$ cat src/rtl/pc_seq_pkg.sv
// Shared types and constants for the pc_seq program-counter sequencer.
package pc_seq_pkg;

  typedef enum logic [1:0] {IDLE, LOAD, RUN, HALT} state_e;

  localparam int unsigned PC_W_DEF = 11;
  localparam int unsigned NUM_BASE = 3;

  localparam logic [PC_W_DEF-1:0] PROG_BASE [NUM_BASE] = '{11'd0, 11'd256, 11'd512};

  // Entry-point lookup; indices past the table fall back to entry 0.
  function automatic logic [PC_W_DEF-1:0] prog_base_at(input int unsigned idx);
    logic [PC_W_DEF-1:0] res;
    res = PROG_BASE[0];
    for (int unsigned i = 1; i < NUM_BASE; i++) begin
      if (idx == i) res = PROG_BASE[i];
    end
    return res;
  endfunction

endpackage

$ cat src/rtl/pc_ras.sv
// Circular return-address stack: pushing when full overwrites the oldest entry.
module pc_ras
  import pc_seq_pkg::*;
#(
  parameter int unsigned W     = PC_W_DEF,
  parameter int unsigned DEPTH = 4
) (
  input  logic         clk,
  input  logic         reset,
  input  logic         clear,
  input  logic         push,
  input  logic         pop,
  input  logic [W-1:0] push_data,
  output logic [W-1:0] pop_data_c,
  output logic         full_c,
  output logic         empty_c
);

  localparam int unsigned PTR_W = $clog2(DEPTH);
  localparam int unsigned CNT_W = PTR_W + 1;

  logic [W-1:0]     mem_q [DEPTH];
  logic [PTR_W-1:0] ptr_q, ptr_d;
  logic [CNT_W-1:0] cnt_q, cnt_d;

  assign full_c     = (cnt_q == CNT_W'(DEPTH));
  assign empty_c    = (cnt_q == '0);
  assign pop_data_c = mem_q[ptr_q - PTR_W'(1)];

  // ptr_q is the next write slot; count saturates so a full push keeps it at DEPTH.
  always_comb begin
    ptr_d = ptr_q;
    cnt_d = cnt_q;
    if (clear) begin
      ptr_d = '0;
      cnt_d = '0;
    end else if (pop && !empty_c) begin
      ptr_d = ptr_q - PTR_W'(1);
      cnt_d = cnt_q - CNT_W'(1);
    end else if (push) begin
      ptr_d = ptr_q + PTR_W'(1);
      if (!full_c) cnt_d = cnt_q + CNT_W'(1);
    end
  end

  always_ff @(posedge clk or posedge reset) begin
    if (reset) begin
      ptr_q <= '0;
      cnt_q <= '0;
    end else begin
      ptr_q <= ptr_d;
      cnt_q <= cnt_d;
    end
  end

  always_ff @(posedge clk) begin
    if (push && !clear && !pop) mem_q[ptr_q] <= push_data;
  end

endmodule

$ cat src/rtl/pc_seq.sv
// Program-counter sequencer with entry-point load, branches, calls and returns.
// Define PC_SEQ_RAS_EN to build the return-address stack; without it calls are plain jumps.
module pc_seq
  import pc_seq_pkg::*;
#(
  parameter int unsigned PC_W      = PC_W_DEF,
  parameter int unsigned RAS_DEPTH = 4,
  parameter int unsigned NUM_PROGS = 3
) (
  input  logic                         clk,
  input  logic                         reset,
  input  logic                         start,
  input  logic [$clog2(NUM_PROGS)-1:0] prog_sel,
  input  logic                         branch_en,
  input  logic                         alu_flag,
  input  logic                         br_abs,
  input  logic                         call_en,
  input  logic                         ret_en,
  input  logic                         halt_en,
  input  logic [PC_W-1:0]              target,
  output logic [PC_W-1:0]              prog_ctr,
  output logic                         done,
  output logic                         ras_ovf,
  output logic                         ras_unf
);

  state_e            state_q, state_d;
  logic [PC_W-1:0]   pc_q, pc_d;
  logic              done_q, done_d;
  logic              ovf_q, ovf_d;
  logic              unf_q, unf_d;

  logic [PC_W-1:0]   pc_inc_c;
  logic [PC_W-1:0]   base_c;
  logic              ras_push_c, ras_pop_c, ras_clear_c;
  logic              ras_full_c, ras_empty_c, ret_req_c;
  logic [PC_W-1:0]   ras_top_c;

`ifdef PC_SEQ_RAS_EN
  localparam bit RAS_ON = 1'b1;

  pc_ras #(
    .W     (PC_W),
    .DEPTH (RAS_DEPTH)
  ) u_ras (
    .clk        (clk),
    .reset      (reset),
    .clear      (ras_clear_c),
    .push       (ras_push_c),
    .pop        (ras_pop_c),
    .push_data  (pc_inc_c),
    .pop_data_c (ras_top_c),
    .full_c     (ras_full_c),
    .empty_c    (ras_empty_c)
  );

  assign ret_req_c = ret_en;
`else
  localparam bit RAS_ON = 1'b0;
  logic ras_unused;

  // Without a stack, returns are dropped and the priority falls through.
  assign ret_req_c   = 1'b0;
  assign ras_full_c  = 1'b0;
  assign ras_empty_c = 1'b1;
  assign ras_top_c   = '0;
  assign ras_unused  = ^{ret_en, ras_push_c, ras_pop_c, ras_clear_c, pc_inc_c, RAS_DEPTH[0]};
`endif

  assign base_c = (32'(prog_sel) < NUM_PROGS) ? PC_W'(prog_base_at(32'(prog_sel)))
                                              : PC_W'(prog_base_at(0));

  // Leaving LOAD executes the first sequential step, so PC advances on that edge.
  always_comb begin
    state_d     = state_q;
    pc_d        = pc_q;
    ovf_d       = ovf_q;
    unf_d       = unf_q;
    ras_push_c  = 1'b0;
    ras_pop_c   = 1'b0;
    ras_clear_c = 1'b0;
    pc_inc_c    = pc_q + PC_W'(1);

    if (start) begin
      state_d     = LOAD;
      pc_d        = base_c;
      ovf_d       = 1'b0;
      unf_d       = 1'b0;
      ras_clear_c = 1'b1;
    end else begin
      case (state_q)
        LOAD: begin
          state_d = RUN;
          pc_d    = pc_inc_c;
        end
        RUN: begin
          if (halt_en) begin
            state_d = HALT;
          end else if (ret_req_c) begin
            if (ras_empty_c) begin
              pc_d  = pc_inc_c;
              unf_d = 1'b1;
            end else begin
              pc_d      = ras_top_c;
              ras_pop_c = 1'b1;
            end
          end else if (call_en) begin
            pc_d       = target;
            ras_push_c = RAS_ON;
            if (ras_full_c) ovf_d = 1'b1;
          end else if (branch_en && alu_flag) begin
            pc_d = br_abs ? target : pc_q + target;
          end else begin
            pc_d = pc_inc_c;
          end
        end
        default: ;
      endcase
    end

    done_d = (state_d == HALT);
  end

  always_ff @(posedge clk or posedge reset) begin
    if (reset) begin
      state_q <= IDLE;
      pc_q    <= '0;
      done_q  <= 1'b0;
      ovf_q   <= 1'b0;
      unf_q   <= 1'b0;
    end else begin
      state_q <= state_d;
      pc_q    <= pc_d;
      done_q  <= done_d;
      ovf_q   <= ovf_d;
      unf_q   <= unf_d;
    end
  end

  assign prog_ctr = pc_q;
  assign done     = done_q;
  assign ras_ovf  = ovf_q;
  assign ras_unf  = unf_q;

endmodule

$ cat config.mk
export PLATFORM = sky130hd
export DESIGN_NAME = pc_seq
export DESIGN_NICKNAME = d
export VERILOG_FILES = /design/src/rtl/pc_seq_pkg.sv /design/src/rtl/pc_ras.sv /design/src/rtl/pc_seq.sv
export SDC_FILE = /design/constraint.sdc
export NUM_CORES = 1
export LEC_CHECK = 0
export CAP_MARGIN = 30
export CORE_AREA = 4 4 60 62
export CTS_CLUSTER_DIAMETER = 30
export DETAILED_ROUTE_END_ITERATION = 12
export DIE_AREA = 0 0 64 66
export HOLD_SLACK_MARGIN = 0.02
export PLACE_DENSITY = 0.84
export SETUP_SLACK_MARGIN = 0.3
export SYNTH_ARGS = -nofsm -noshare
export SYNTH_HDL_FRONTEND = slang
export SYNTH_SLANG_ARGS = --single-unit
$ cat constraint.sdc
create_clock -name clk -period 3.6 [get_ports clk]
set_input_delay 0.72 -clock clk [delete_from_list [all_inputs] [get_ports clk]]
set_output_delay 0.72 -clock clk [all_outputs]
set_load 0.01 [all_outputs]
==> impl_summary.txt <==
----------------------------------------------------
[Layout]
  Final Util ... 67.0%
  Count of antenna diodes in the layout ... 0
  Synth-to-Final Area Change ... 22.4%
  FILL cells ... 258
  Layout net count ... about 270
  Register cell area after layout ... 350 µm²
  Area of the multi-input gates ... 0.00124 mm²
  Layout cell share with drive strength beyond 1 ... between 7 and 8%

[Worst setup path]
  Crit Path Max Fanout ... 3
  Launch instance of the worst register-to-register path ... prog_ctr[0]
  Data required time at the worst endpoint ... approximately 3800 ps
  Cell count of the worst reg-to-reg path ... 8
  Crit Reg-Reg Endpoint ... prog_ctr[8]
  Critical path endpoint category ... register
  CP Buf/Inv Count ... 1
  Reg-to-reg setup timing slack ... between 900 and 1000 ps
  Startpoint kind of the worst setup timing path ... input pin
  Ordered list of cells on the worst path ... clkdlybuf4s50_1, ha_1, fa_1, a211oi_2, o21bai_2, a2111oi_2, nor3_1, o31ai_1, a31o_1
  CP delay by family, top ... compound AO/OA/AOI/OAI gates
  Slowest-stage cell, CP ... fa_1
  Critical path data arrival time ... 3280 ps
  Crit path largest cell delay ... approximately 440 ps
  Type of the worst setup path ... input pin to register

[Place]
  Gpl congestion ... 0.855
  Total of buffers placed on input and output ports ... 32
  HPWL after DPL ... 3410 µm

[Run]
  Maximum capacitance violations ... 0

[Routing]
  Via count ... between 1500 and 2000
  Number of nets with antenna violations after routing ... 0
  Routed via count divided by cell count ... around 6
  Total wirelength of the detailed-routed design ... ~4300 µm
  Number of DRC violations after detailed routing ... 0
  Number of iterations in the first detailed-routing pass ... 4
  Post-detailed-route wirelength per cell ... roughly 16 µm
  Count of routing violations after the opening detailed-route iteration ... ~110

[Clocking]
  Cts hold-fix bufs ... 0
  Number of buffers on the longest clock path ... 2
  Setup fix buffers added after clock tree synthesis ... 0
  Clock latency on the worst-skew pair ... 290 ps
  CTS tree ... built
  Total clock buffers created by CTS ... 3
  Clock transition at path regs ... ~90 ps
  Clk root buf ... clkbuf_4
  CTS H-Tree Depth ... 1
  PostCTS Resize Cnt ... 0
  Total number of clock tree sinks ... 14

[Logic synthesis]
  Netlist Area Pre-Place ... 0.00166 mm²
  Flip-flop and latch count after synthesis ... 14
  Main synth FF type ... dfrtp_1
  Synth unique cells ... 57
  Avg Synthesized Cell Area ... slightly above 8 µm²
  Post-synth EDFFs ... 0
  Yosys warning total ... 0
  Register area share after synthesis ... roughly a fifth
  Gate Count Post-Synth ... 206
  Fraction of registers with async set or reset after synthesis ... between 90% and 100%

[GRT]
  Vias in the first global route ... between 1500 and 2000
  Leftover overflow at the end of global routing ... 0
  GRT Util Overall ... 21.9%
  Wire length of the first global-routing pass ... 7360 µm
  Number of antenna violations at the first check in global routing ... 0
  Pin count of the biggest net entering global routing ... 17

[Min path]
  Hold-critical path endpoint ... state_q[0]
  Type of the worst min-delay path ... register to register
  Launch instance of the worst min-delay path ... state_q[0]
  Worst hold path depth ... 2

[Timing]
  Unrepaired setup endpoints after global routing ... false
  Final hold violation count ... 0
  # setup viols final ... 0
  Layout Skew ... ~3.9 ps
  Slew headroom ... roughly 58%
  Final-report max-slew violation count ... 0
  Fin crit share ... between 80% and 90%
  Maximum frequency from static timing analysis ... between 300 and 400 MHz
  Final Critical Period ... 3050 ps
  Total Negative Setup Slacks ... 0 ps
  Transition at the pin with the smallest max-transition slack ... between 600 and 700 ps

[Floorplanning]
  Die span in y ... ~66 µm
  Std cell rows ... 20
  Chip Width ... about 64 µm
  Count of pins on the block boundary ... 36
  Placeable core region ... 0.00303 mm²
  Initial core utilization ... between 50 and 60%
  Die area ... ~0.0042 mm²

[Run status]
  Result of the run ... completed

[Power and ir drop]
  Power density over the cells ... around 370 mW/mm²
  Leakage ... 0.862 nW
  Max VDD drop ... 287 µV

----------------------------------------------------
==> worst max path at each step <==
stage | from | to | slack (ps) | cells after the start
2_1_floorplan | target[0] | prog_ctr[8] | 920 | 8
3_5_place_dp | target[0] | prog_ctr[8] | 240 | 9
4_1_cts | target[0] | prog_ctr[8] | 560 | 9
3_3_place_gp | target[0] | prog_ctr[8] | 330 | 9
5_1_grt | target[0] | prog_ctr[8] | 380 | 9
6_report | target[0] | prog_ctr[8] | 550 | 9
==> cell type report <==
class	instances	area share [%]
timing repair buffer	33	16.2
inverter	6	1.11
clock buffer	4	1.79
multi-input combinational	178	61.0
sequential	14	17.3
tap	44	2.71
==> cells in the final DEF (no fill, tap or decap), drive strengths merged, types with 5 or more instances in the layout <==
cell type / instances
a211oi: 5
o21bai: 5
nand2: 20
ha: 14
nand3: 8
o21ai: 18
dfrtp: 14
a21o: 9
nor2b: 6
inv: 6
clkdlybuf4s50: 32
a21oi: 13
nor2: 17
==> power by group <==
part | internal (mW) | switching (mW)
registers | 0.184 | 0.0476
logic | 0.199 | 0.201
clock network | 0.0616 | 0.0570
==> sequential cells by signal, summed over array words and instances (netlist names) <==
name	cells
prog_ctr	11
state_q	2
done	1
==> through the flow <==
stage | instance area [µm²] | power, mW | hold slack, ps | std cells | setup WS [ps]
2_1_floorplan | 1660 | 0.492 | 549 | 207 | 919
3_3_place_gp | 1990 | 0.619 | 601 | 275 | 331
3_5_place_dp | 1990 | 0.631 | 602 | 275 | 244
4_1_cts | 2030 | 0.751 | 623 | 279 | 557
5_1_grt | 2030 | 0.812 | 665 | 279 | 381
6_report | 2030 | 0.750 | 623 | 279 | 545
==> cells in the mapped netlist, types with 2 or more instances <==
master / instances / share of area [%]
a2111oi_2: 2 / 1.8
a211oi_1: 4 / 1.8
a21o_1: 8 / 3.6
a21oi_1: 13 / 3.9
a22o_1: 4 / 2.1
a31oi_1: 4 / 1.5
a32o_1: 2 / 1.2
and2_1: 2 / 0.76
buf_2: 2 / 0.60
buf_4: 2 / 0.91
clkbuf_1: 4 / 0.91
dfrtp_1: 14 / 21
ha_1: 14 / 11
inv_1: 6 / 1.4
mux2i_1: 3 / 1.8
nand2_1: 20 / 4.5
nand2b_1: 2 / 0.76
nand3_1: 8 / 2.4
nor2_1: 17 / 3.9
nor2b_1: 6 / 2.3
nor3_1: 2 / 0.60
nor3b_1: 2 / 0.91
o21a_1: 3 / 1.4
o21ai_0: 17 / 5.1
o21bai_1: 4 / 1.8
o221a_2: 2 / 1.4
o221ai_1: 2 / 1.1
o22ai_1: 2 / 0.76
o2bb2ai_1: 2 / 1.1
xnor2_1: 3 / 1.6
xor2_1: 4 / 2.1
==> metal layers <==
layer / vias up / global-route usage [%] / part of all wire (%)
li1: 836 / - / -
met1: 792 / 29.0 / 45
met2: 76 / 35.6 / 46
met3: 10 / 4.93 / 6.9
met4: 0 / 6.20 / 1.7
met5: - / 0 / 0
==> worst reg2reg max path, cell delays in order, from the launching register on <==
cell and delay (ps):
dfrtp_1 480, ha_1 260, fa_1 440, a211oi_2 300, o21bai_2 130, a2111oi_2 440
nor3_1 90, o31ai_1 300, a31o_1 190
==> cell families after synthesis <==
kind of cell               share of synthesized area, %
xor gates and xnor gates                           3.70
muxes                                              1.81
other                                             0.226
adders and majority gates                          11.8
AOI/OAI and AO/OA                                  35.5
and+or+nand+nor                                    21.4
DFF                                                21.1
buffers and inverters                              4.46
(Power assumes the default switching activity.)
